$ cat src/rtl/uart_pkg.sv
// Shared types and helpers for the UART receive path.
package uart_pkg;

    // Receiver FSM states.
    typedef enum logic [2:0] {
        StIdle,
        StStart,
        StData,
        StParity,
        StStop,
        StWaitHigh
    } rx_state_e;

    // Parity modes.
    localparam int unsigned PAR_NONE = 0;
    localparam int unsigned PAR_ODD  = 1;
    localparam int unsigned PAR_EVEN = 2;

    // Integer clocks per bit period; the remainder is deliberately dropped.
    function automatic int unsigned clks_per_bit(input int unsigned clk_hz,
                                                 input int unsigned baud);
        return clk_hz / baud;
    endfunction

endpackage

$ cat src/rtl/uart_sync2.sv
// Two-flop synchroniser for an asynchronous single-bit input.
module uart_sync2 #(
    parameter logic INIT = 1'b1
) (
    input  logic clk_i,
    input  logic rst_i,
    input  logic d_i,
    output logic q_o
);

    logic meta_d, meta_q;
    logic sync_d, sync_q;

    // Next-state for both stages.
    always_comb begin
        meta_d = d_i;
        sync_d = meta_q;
    end

    // Synchroniser flops; reset to the idle-line level.
    always_ff @(posedge clk_i or posedge rst_i) begin
        if (rst_i) begin
            meta_q <= INIT;
            sync_q <= INIT;
        end else begin
            meta_q <= meta_d;
            sync_q <= sync_d;
        end
    end

    assign q_o = sync_q;

endmodule

$ cat src/rtl/uart_rx_frame.sv
// UART receiver: mid-bit sampling, optional parity, 1 or 2 stop bits, and a
// stretched line-activity indicator.
module uart_rx_frame
    import uart_pkg::*;
#(
    parameter int unsigned CLK_HZ    = 50_000_000,
    parameter int unsigned BAUD      = 115_200,
    parameter int unsigned DATA_BITS = 8,
    parameter int unsigned PARITY    = 0,
    parameter int unsigned STOP_BITS = 1,
    parameter int unsigned ACT_HOLD  = 50_000_000
) (
    input  logic                 FPGA_CLK,
    input  logic                 FPGA_RST,
    input  logic                 UART_RXD,
    output logic [DATA_BITS-1:0] RX_DATA,
    output logic                 RX_VALID,
    output logic                 RX_PARITY_ERR,
    output logic                 RX_FRAME_ERR,
    output logic                 RX_BUSY,
    output logic                 RX_ACTIVE
);

    localparam int unsigned CPB  = clks_per_bit(CLK_HZ, BAUD);
    localparam int unsigned HALF = CPB / 2;
    localparam int unsigned TW   = $clog2(CPB);
    localparam int unsigned IW   = $clog2(DATA_BITS);
    localparam int unsigned AW   = $clog2(ACT_HOLD + 1);

    logic rxd_s;

    rx_state_e state_d, state_q;

    logic [TW-1:0]        timer_d, timer_q;
    logic [IW-1:0]        idx_d, idx_q;
    logic [DATA_BITS-1:0] shift_d, shift_q;
    logic                 par_acc_d, par_acc_q;
    logic                 perr_d, perr_q;
    logic                 ferr_d, ferr_q;
    logic                 stop_d, stop_q;
    logic [DATA_BITS-1:0] data_d, data_q;
    logic                 valid_d, valid_q;
    logic                 oper_d, oper_q;
    logic                 oferr_d, oferr_q;
    logic [AW-1:0]        act_d, act_q;

    logic mid_start;
    logic bit_end;
    logic sample;
    logic last_bit;
    logic last_stop;

    uart_sync2 #(
        .INIT(1'b1)
    ) u_sync (
        .clk_i(FPGA_CLK),
        .rst_i(FPGA_RST),
        .d_i  (UART_RXD),
        .q_o  (rxd_s)
    );

    // Timing decodes shared by the FSM and the datapath.
    always_comb begin
        mid_start = (timer_q == TW'(HALF - 1));
        bit_end   = (timer_q == TW'(CPB - 1));
        sample    = bit_end &&
                    ((state_q == StData) || (state_q == StParity) || (state_q == StStop));
        last_bit  = (idx_q == IW'(DATA_BITS - 1));
        last_stop = (stop_q == 1'(STOP_BITS - 1));
    end

    // FSM state register.
    always_ff @(posedge FPGA_CLK or posedge FPGA_RST) begin
        if (FPGA_RST) begin
            state_q <= StIdle;
        end else begin
            state_q <= state_d;
        end
    end

    // FSM next-state logic.
    always_comb begin
        state_d = state_q;
        case (state_q)
            StIdle: begin
                if (!rxd_s) state_d = StStart;
            end
            StStart: begin
                // A line back high at mid start bit is treated as a glitch.
                if (mid_start) state_d = rxd_s ? StIdle : StData;
            end
            StData: begin
                if (bit_end && last_bit) begin
                    state_d = (PARITY != PAR_NONE) ? StParity : StStop;
                end
            end
            StParity: begin
                if (bit_end) state_d = StStop;
            end
            StStop: begin
                if (bit_end && last_stop) begin
                    state_d = (ferr_q || !rxd_s) ? StWaitHigh : StIdle;
                end
            end
            StWaitHigh: begin
                if (rxd_s) state_d = StIdle;
            end
            default: state_d = StIdle;
        endcase
    end

    // FSM outputs.
    always_comb begin
        RX_BUSY       = (state_q != StIdle);
        RX_DATA       = data_q;
        RX_VALID      = valid_q;
        RX_PARITY_ERR = oper_q;
        RX_FRAME_ERR  = oferr_q;
        RX_ACTIVE     = (act_q != '0);
    end

    // Datapath next-state: bit timer, shift register, error accumulation, strobe.
    always_comb begin
        timer_d   = timer_q + 1'b1;
        idx_d     = idx_q;
        shift_d   = shift_q;
        par_acc_d = par_acc_q;
        perr_d    = perr_q;
        ferr_d    = ferr_q;
        stop_d    = stop_q;
        data_d    = data_q;
        valid_d   = 1'b0;
        oper_d    = oper_q;
        oferr_d   = oferr_q;

        // Timer restarts on every state entry and every sample taken.
        if ((state_q == StIdle) || (state_q == StWaitHigh) ||
            (state_d != state_q) || sample) begin
            timer_d = '0;
        end

        case (state_q)
            StIdle: begin
                // Clear per-frame state so the next frame starts clean.
                idx_d     = '0;
                par_acc_d = 1'b0;
                perr_d    = 1'b0;
                ferr_d    = 1'b0;
                stop_d    = 1'b0;
            end
            StData: begin
                if (sample) begin
                    shift_d[idx_q] = rxd_s;
                    par_acc_d      = par_acc_q ^ rxd_s;
                    idx_d          = last_bit ? '0 : idx_q + 1'b1;
                end
            end
            StParity: begin
                if (sample) begin
                    if (PARITY == PAR_ODD) begin
                        perr_d = ~(par_acc_q ^ rxd_s);
                    end else begin
                        perr_d = par_acc_q ^ rxd_s;
                    end
                end
            end
            StStop: begin
                if (sample) begin
                    ferr_d = ferr_q | ~rxd_s;
                    if (last_stop) begin
                        valid_d = 1'b1;
                        data_d  = shift_q;
                        oper_d  = (PARITY != PAR_NONE) && perr_q;
                        oferr_d = ferr_q | ~rxd_s;
                    end else begin
                        stop_d = 1'b1;
                    end
                end
            end
            default: ;
        endcase
    end

    // Activity stretch: reload on any low sample, count down to zero otherwise.
    always_comb begin
        if (!rxd_s) begin
            act_d = AW'(ACT_HOLD);
        end else if (act_q != '0) begin
            act_d = act_q - 1'b1;
        end else begin
            act_d = '0;
        end
    end

    // Datapath registers.
    always_ff @(posedge FPGA_CLK or posedge FPGA_RST) begin
        if (FPGA_RST) begin
            timer_q   <= '0;
            idx_q     <= '0;
            shift_q   <= '0;
            par_acc_q <= 1'b0;
            perr_q    <= 1'b0;
            ferr_q    <= 1'b0;
            stop_q    <= 1'b0;
            data_q    <= '0;
            valid_q   <= 1'b0;
            oper_q    <= 1'b0;
            oferr_q   <= 1'b0;
            act_q     <= '0;
        end else begin
            timer_q   <= timer_d;
            idx_q     <= idx_d;
            shift_q   <= shift_d;
            par_acc_q <= par_acc_d;
            perr_q    <= perr_d;
            ferr_q    <= ferr_d;
            stop_q    <= stop_d;
            data_q    <= data_d;
            valid_q   <= valid_d;
            oper_q    <= oper_d;
            oferr_q   <= oferr_d;
            act_q     <= act_d;
        end
    end

endmodule

$ cat config.mk
export PLATFORM = sky130hd
export DESIGN_NAME = uart_rx_frame
export DESIGN_NICKNAME = d
export VERILOG_FILES = /design/src/rtl/uart_pkg.sv /design/src/rtl/uart_sync2.sv /design/src/rtl/uart_rx_frame.sv
export SDC_FILE = /design/constraint.sdc
export NUM_CORES = 1
export LEC_CHECK = 0
export BUFFER_PORTS_ARGS = -buffer_cell sky130_fd_sc_hd__buf_4
export CORE_MARGIN = 2
export CORE_UTILIZATION = 30
export DETAILED_ROUTE_END_ITERATION = 7
export SKIP_CTS_REPAIR_TIMING = 1
export SLEW_MARGIN = 20
export SYNTH_ARGS = -nofsm -noshare
export SYNTH_HDL_FRONTEND = slang
export SYNTH_SLANG_ARGS = --single-unit
$ cat constraint.sdc
create_clock -name FPGA_CLK -period 2.88 [get_ports FPGA_CLK]
set_input_delay 0.288 -clock FPGA_CLK [delete_from_list [all_inputs] [get_ports FPGA_CLK]]
set_output_delay 0.288 -clock FPGA_CLK [all_outputs]
set_load 0.05 [all_outputs]
Word level (Yosys, flattened, before mapping)
Cells that the tools add are included.
{"block": "totals", "register_bits": 63, "input_bits": 3, "output_inout_bits": 13, "word_cells": 77}
{"block": "classes", "add_sub_neg": 3, "order_cmp": 2, "eq_ne": 11, "muxes": 26, "bitwise": 3, "n_reduce_logical": 20}
{"op": "$mux 26", "n": 2}
{"op": "$mux 3", "n": 9}
{"op": "$reduce_bool 26->1", "n": 1}
{"op": "$sub 26x1->26 const B", "n": 1}
{"op": "$pmux 3 s6", "n": 1}
{"op": "$add 9x1->9 const B", "n": 1}
{"op": "$eq 3x3->1 const B", "n": 3}
{"op": "$eq 9x8->1 const B", "n": 1}
{"op": "$eq 9x9->1 const B", "n": 1}
{"op": "$mux 9", "n": 1}
{"op": "$bwmux 8", "n": 1}
{"op": "$mux 1", "n": 7}
{"op": "$eq 3x2->1 const B", "n": 2}
{"op": "$logic_or 1x1->1", "n": 6}
{"op": "$pmux 3 s2", "n": 1}
{"op": "$reduce_and 2->1", "n": 3}
{"op": "$logic_and 1x1->1", "n": 4}
{"op": "$lt 3x4->1 const B", "n": 1}
{"op": "$ne 2x2->1 const B", "n": 2}
{"op": "$pmux 1 s2", "n": 2}
{"op": "$reduce_bool 2->1", "n": 2}
{"op": "$add 3x1->3 const B", "n": 1}
{"op": "$demux 1 s3", "n": 1}
{"op": "$eq 3x1->1 const B", "n": 1}
{"op": "9 further kinds", "n": 10}

Depth between registers and ports, before layout
{"block": "depth", "ltp_word": 9, "mapped_depth": 10, "depth_no_buf": 8}

Modules after synthesis
A second synthesis with hierarchy kept.
{"block": "hier_totals", "hier_cells": 304, "hier_area_um2": 3126.7}
{"mod": "uart_rx_frame", "n_inst": 1, "cells_per_inst": 301, "area_per_inst_um2": 3070.4, "seq_area_each_um2": 1526.5}
{"mod": "uart_sync2", "n_inst": 1, "cells_per_inst": 3, "area_per_inst_um2": 56.3, "seq_area_each_um2": 52.6}

Least setup slack after synthesis
OpenSTA, ideal clock, no wires.
{"block": "synth_timing", "path_kind": "register to register", "start": "reg act_q[0]", "end": "reg act_q[11]", "setup_time_ps": 130, "arrival_ps": 2193, "required_time_ps": 2750, "setup_slack_ps": 557, "stages_incl_launch_ff": 11, "path_buffers": 2, "synth_period_minus_slack_ps": 2323, "path_cell_list": "dfrtp_1 inv_1 ha_1 or4b_1 buf_2 or3_4 nor2_8 inv_2 nand2_1 buf_6 a21oi_1"}
{"block": "synth_via", "elab_chain_len": 3, "elab_cells_between_ends": 4, "classes_between": "add/sub (1); mux (2); reduce/logical (1)"}
{"item": "from (decl)", "line": "uart_rx_frame.sv:45", "source": "logic [AW-1:0] act_d, act_q;"}
{"item": "from (signal assigned)", "line": "uart_rx_frame.sv:222", "source": "act_q <= act_d;"}
{"item": "$reduce_bool 26->1"}
{"item": "via RX_ACTIVE", "line": "uart_rx_frame.sv:21", "source": "output logic RX_ACTIVE"}
{"item": "$mux 26", "line": "uart_rx_frame.sv:188", "source": "end else if (act_q != '0) begin"}
{"item": "$mux 26", "line": "uart_rx_frame.sv:186", "source": "if (!rxd_s) begin"}
{"item": "via act_d[11]", "line": "uart_rx_frame.sv:45"}
The timed path passes the listed nets, and every way through them passes these cells.
A chain may end at the register's enable or synchronous reset.

Worst setup path after layout
{"block": "layout_timing", "start": "reg act_q[0]", "end": "out RX_ACTIVE"}
{"block": "layout_via", "elab_chain_len": 1}
{"item": "$reduce_bool 26->1", "line": "uart_rx_frame.sv:119", "source": "RX_ACTIVE = (act_q != '0);"}
{"item": "to (decl)", "line": "uart_rx_frame.sv:21"}
Every way passes these cells.

==> impl_metrics.ini <==
[run_status]
run_status = complete, no violations

[synth]
synth_ff_type = dfrtp_1
synth_cell_type_count = 58
synth_area_per_cell_um2 = 10.3
yosysTopAreaCell = dfrtp_1
synth_edf_count = 0
ys_top_cells_by_count = dfrtp_1 (61), nor2_1 (27), nand2_1 (22)
ys_seq_area_share_pct = 50.6
ys_warn_count = 0
synth_area_leaders = dfrtp_1 (49%), mux2_2 (4.0%), xnor2_1 (3.6%)
syn_inst = 303
async_flop_share_pct = 100
ys_seq_elements = 63
synth_area_mm2 = 0.00312
synth_nets = 312
yosysMostFrequentCell = dfrtp_1
synth_top_area_share_pct = 48.9

[detailed_routing]
routed_wl_um = 6070
num_vias = 2279
detail_route.wl_per_cell_um = 13.2
drc = 0
drtIter0Drc = 125
ant_nets = 0
drt_first_pass_iters = 4
via_per_inst = 4.94

[worst_setup_path]
critPathBufInv = 3
end_kind = output port
cp_max_fo = 7
crit_family = simple AND/OR/NAND/NOR gates
startpoint_type = flop
reg2reg_depth = 8
cpMaxStageDelayCell = or4b_4
crit_chain = inv_1 > ha_1 > or4b_4 > or3_4 > nor2_8 > inv_2 > buf_4
r2r-end = act_q[6]$_DFF_PP0_
critical_path_class = flop to output port
reg2reg_from = act_q[0]$_DFF_PP0_
cp_data_arrival_time_ps = 2410
critPathRequiredTime_ps = 2590
reg2reg_setup_slack_ps = 490
slowest_delay_ps = 530

[hold_path]
min_to = u_sync.meta_q$_DFF_PP1_
min-delay-start = UART_RXD
hold_class = input pin to flop
hold_depth = 1

[grt]
grt_pass1_vias = 2262
globalRouteOverflowTotal = 0
antenna_found_initial = 0
track_usage_pct = 11.8
grt_pass1_wl_um = 10700
grt_max_degree = 64

[final_layout]
instances_no_fill = 461
fill_cells = 1032
nets = 329
regArea_mm2 = 0.00158
multi_input_area_mm2 = 0.00145
syn_to_final_growth_pct = 13.9
drive_gt1_share_pct = 17.2
n_antenna_cell = 0

[power]
p_sw_share_pct = 26.1
cellPowerDensity_mw_per_mm2 = 521
finalPower_mw = 1.85
seqPwrFrac_pct = 51.0
pwr-share-comb_pct = 8.7
switchingPower_uw = 484
leakagePower_nw = 1.51
internal_power_mw = 1.37
irDropWorstVdd_mv = 0.353
p_clk_share_pct = 40.3

[timing]
drv_slew = 0
worstMarginPinSlew_ps = 812
relSlewSlack_pct = 45.8
finalClockSkew_ps = 10.9
fmax_mhz = 370
setup_slack_ps = 181
final.min_clock_period_ps = 2700
hold_slack_ps = 57.7
setup-violations-final = 0
fin_setup_tns_ps = 0
rsz0062_at_grt = false
period_share_pct = 93.7
finalHoldViolCount = 0

[floorplanning]
die_width_um = 106
fp.dieH_um = 106
ios = 16
start_util_pct = 30.5
die_area_mm2 = 0.0112
num_rows = 37
core-area_mm2 = 0.0102

[place]
dp.cells = 445
dpl.hpwl_um = 3990
globalplace.congestion = 0.798
io_buffers = 14
preCtsSetupSlack_ps = 407

[clock_network]
clockRootBuffer = clkbuf_8
cts_made_buffers = 9
path_clk_slew_ps = 70
insertion_delay_ps = 340
cts_tree = yes
htreeDepth = 3
cts.path.max_buffers = 2
clock-sinks = 63

[job]
drv_cap = 0
[power groups by stage]
| stage | registers, mW | clock network [mW] | logic (mW) |
|---|---|---|---|
| after floorplan | 0.953 | 0 | 0.136 |
| after CTS | 0.944 | 0.776 | 0.162 |
| after global routing | 0.951 | 0.814 | 0.184 |
| final | 0.946 | 0.747 | 0.160 |
| after detailed placement | 0.962 | 0 | 0.159 |
| after global placement | 0.960 | 0 | 0.158 |
[worst max-delay path by stage]
stage / start / endpoint / cells after the start
floorplan: act_q[0]$_DFF_PP0_ / act_q[11]$_DFF_PP0_ / 10
global placement: act_q[0]$_DFF_PP0_ / act_q[2]$_DFF_PP0_ / 8
detailed placement: act_q[0]$_DFF_PP0_ / act_q[6]$_DFF_PP0_ / 8
CTS: act_q[0]$_DFF_PP0_ / RX_ACTIVE / 7
global route: act_q[0]$_DFF_PP0_ / RX_ACTIVE / 7
finish: act_q[0]$_DFF_PP0_ / RX_ACTIVE / 7
[cell usage in the layout, fill, tap and decap left out, types with 2 or more instances in the layout]
cell and instances:
a32o_1 2, buf_4 17, a31oi_1 2, nand4b_1 4, nand2_1 22, o31ai_1 9
or4_1 4, o41ai_1 2, o21ai_0 12, nor4_1 5, inv_1 9, xor2_1 6
nand2b_1 5, or3_1 6, clkbuf_8 9, ha_1 6, dfrtp_1 61, xnor2_1 13
nor3_1 13, and2_1 3, nor2_1 27, nor2b_1 2, o21ai_1 8, nand4_1 5
a21oi_1 15, nand3_1 5, or2_2 3, mux2i_1 3, inv_2 2, mux2_2 11
clkinv_2 3, dfstp_2 2
[state kept, by name, indices dropped and copies added, names as in the netlist]
signal and count:
RX_DATA 8, RX_FRAME_ERR 1, RX_VALID 1, act_q 26, ferr_q 1, idx_q 3, shift_q 8, state_q 3
stop_q 1, timer_q 9, u_sync.meta_q 1, u_sync.q_o 1
[per-layer routing]
| metal | routed length, µm | global-route usage, % |
|---|---|---|
| met2 | 2890 | 19.8 |
| met4 | 48 | 3.85 |
| met1 | 2870 | 14.6 |
| met3 | 254 | 3.56 |
| met5 | 0 | 0 |
[layout make-up]
class / count / share of cell area [%]
Inverter: 11 / 1.16
Multi-Input combinational cell: 218 / 40.8
Clock buffer: 10 / 3.59
Tap cell: 136 / 4.78
Timing Repair Buffer: 17 / 3.59
Clock inverter: 6 / 1.72
Sequential cell: 63 / 44.4
[per-stage QoR]
stage                     cell area [µm²]  utilization, %
after floorplan                      3120               -
after global placement               3370            32.9
after detailed placement             3370            32.9
after CTS                            3550            34.7
after global routing                 3560            34.8
final                                3560            34.8
[logic make-up after synthesis]
group	Yosys count	share of synthesized area, %
other cells	1	0.120
xor+xnor	19	5.33
buf+inv	22	3.09
flops	63	50.6
fa+ha+maj	6	2.40
simple gates	119	21.7
mux	14	4.93
compound gates	59	11.9
Note: power is estimated with default switching activity, not from simulation.
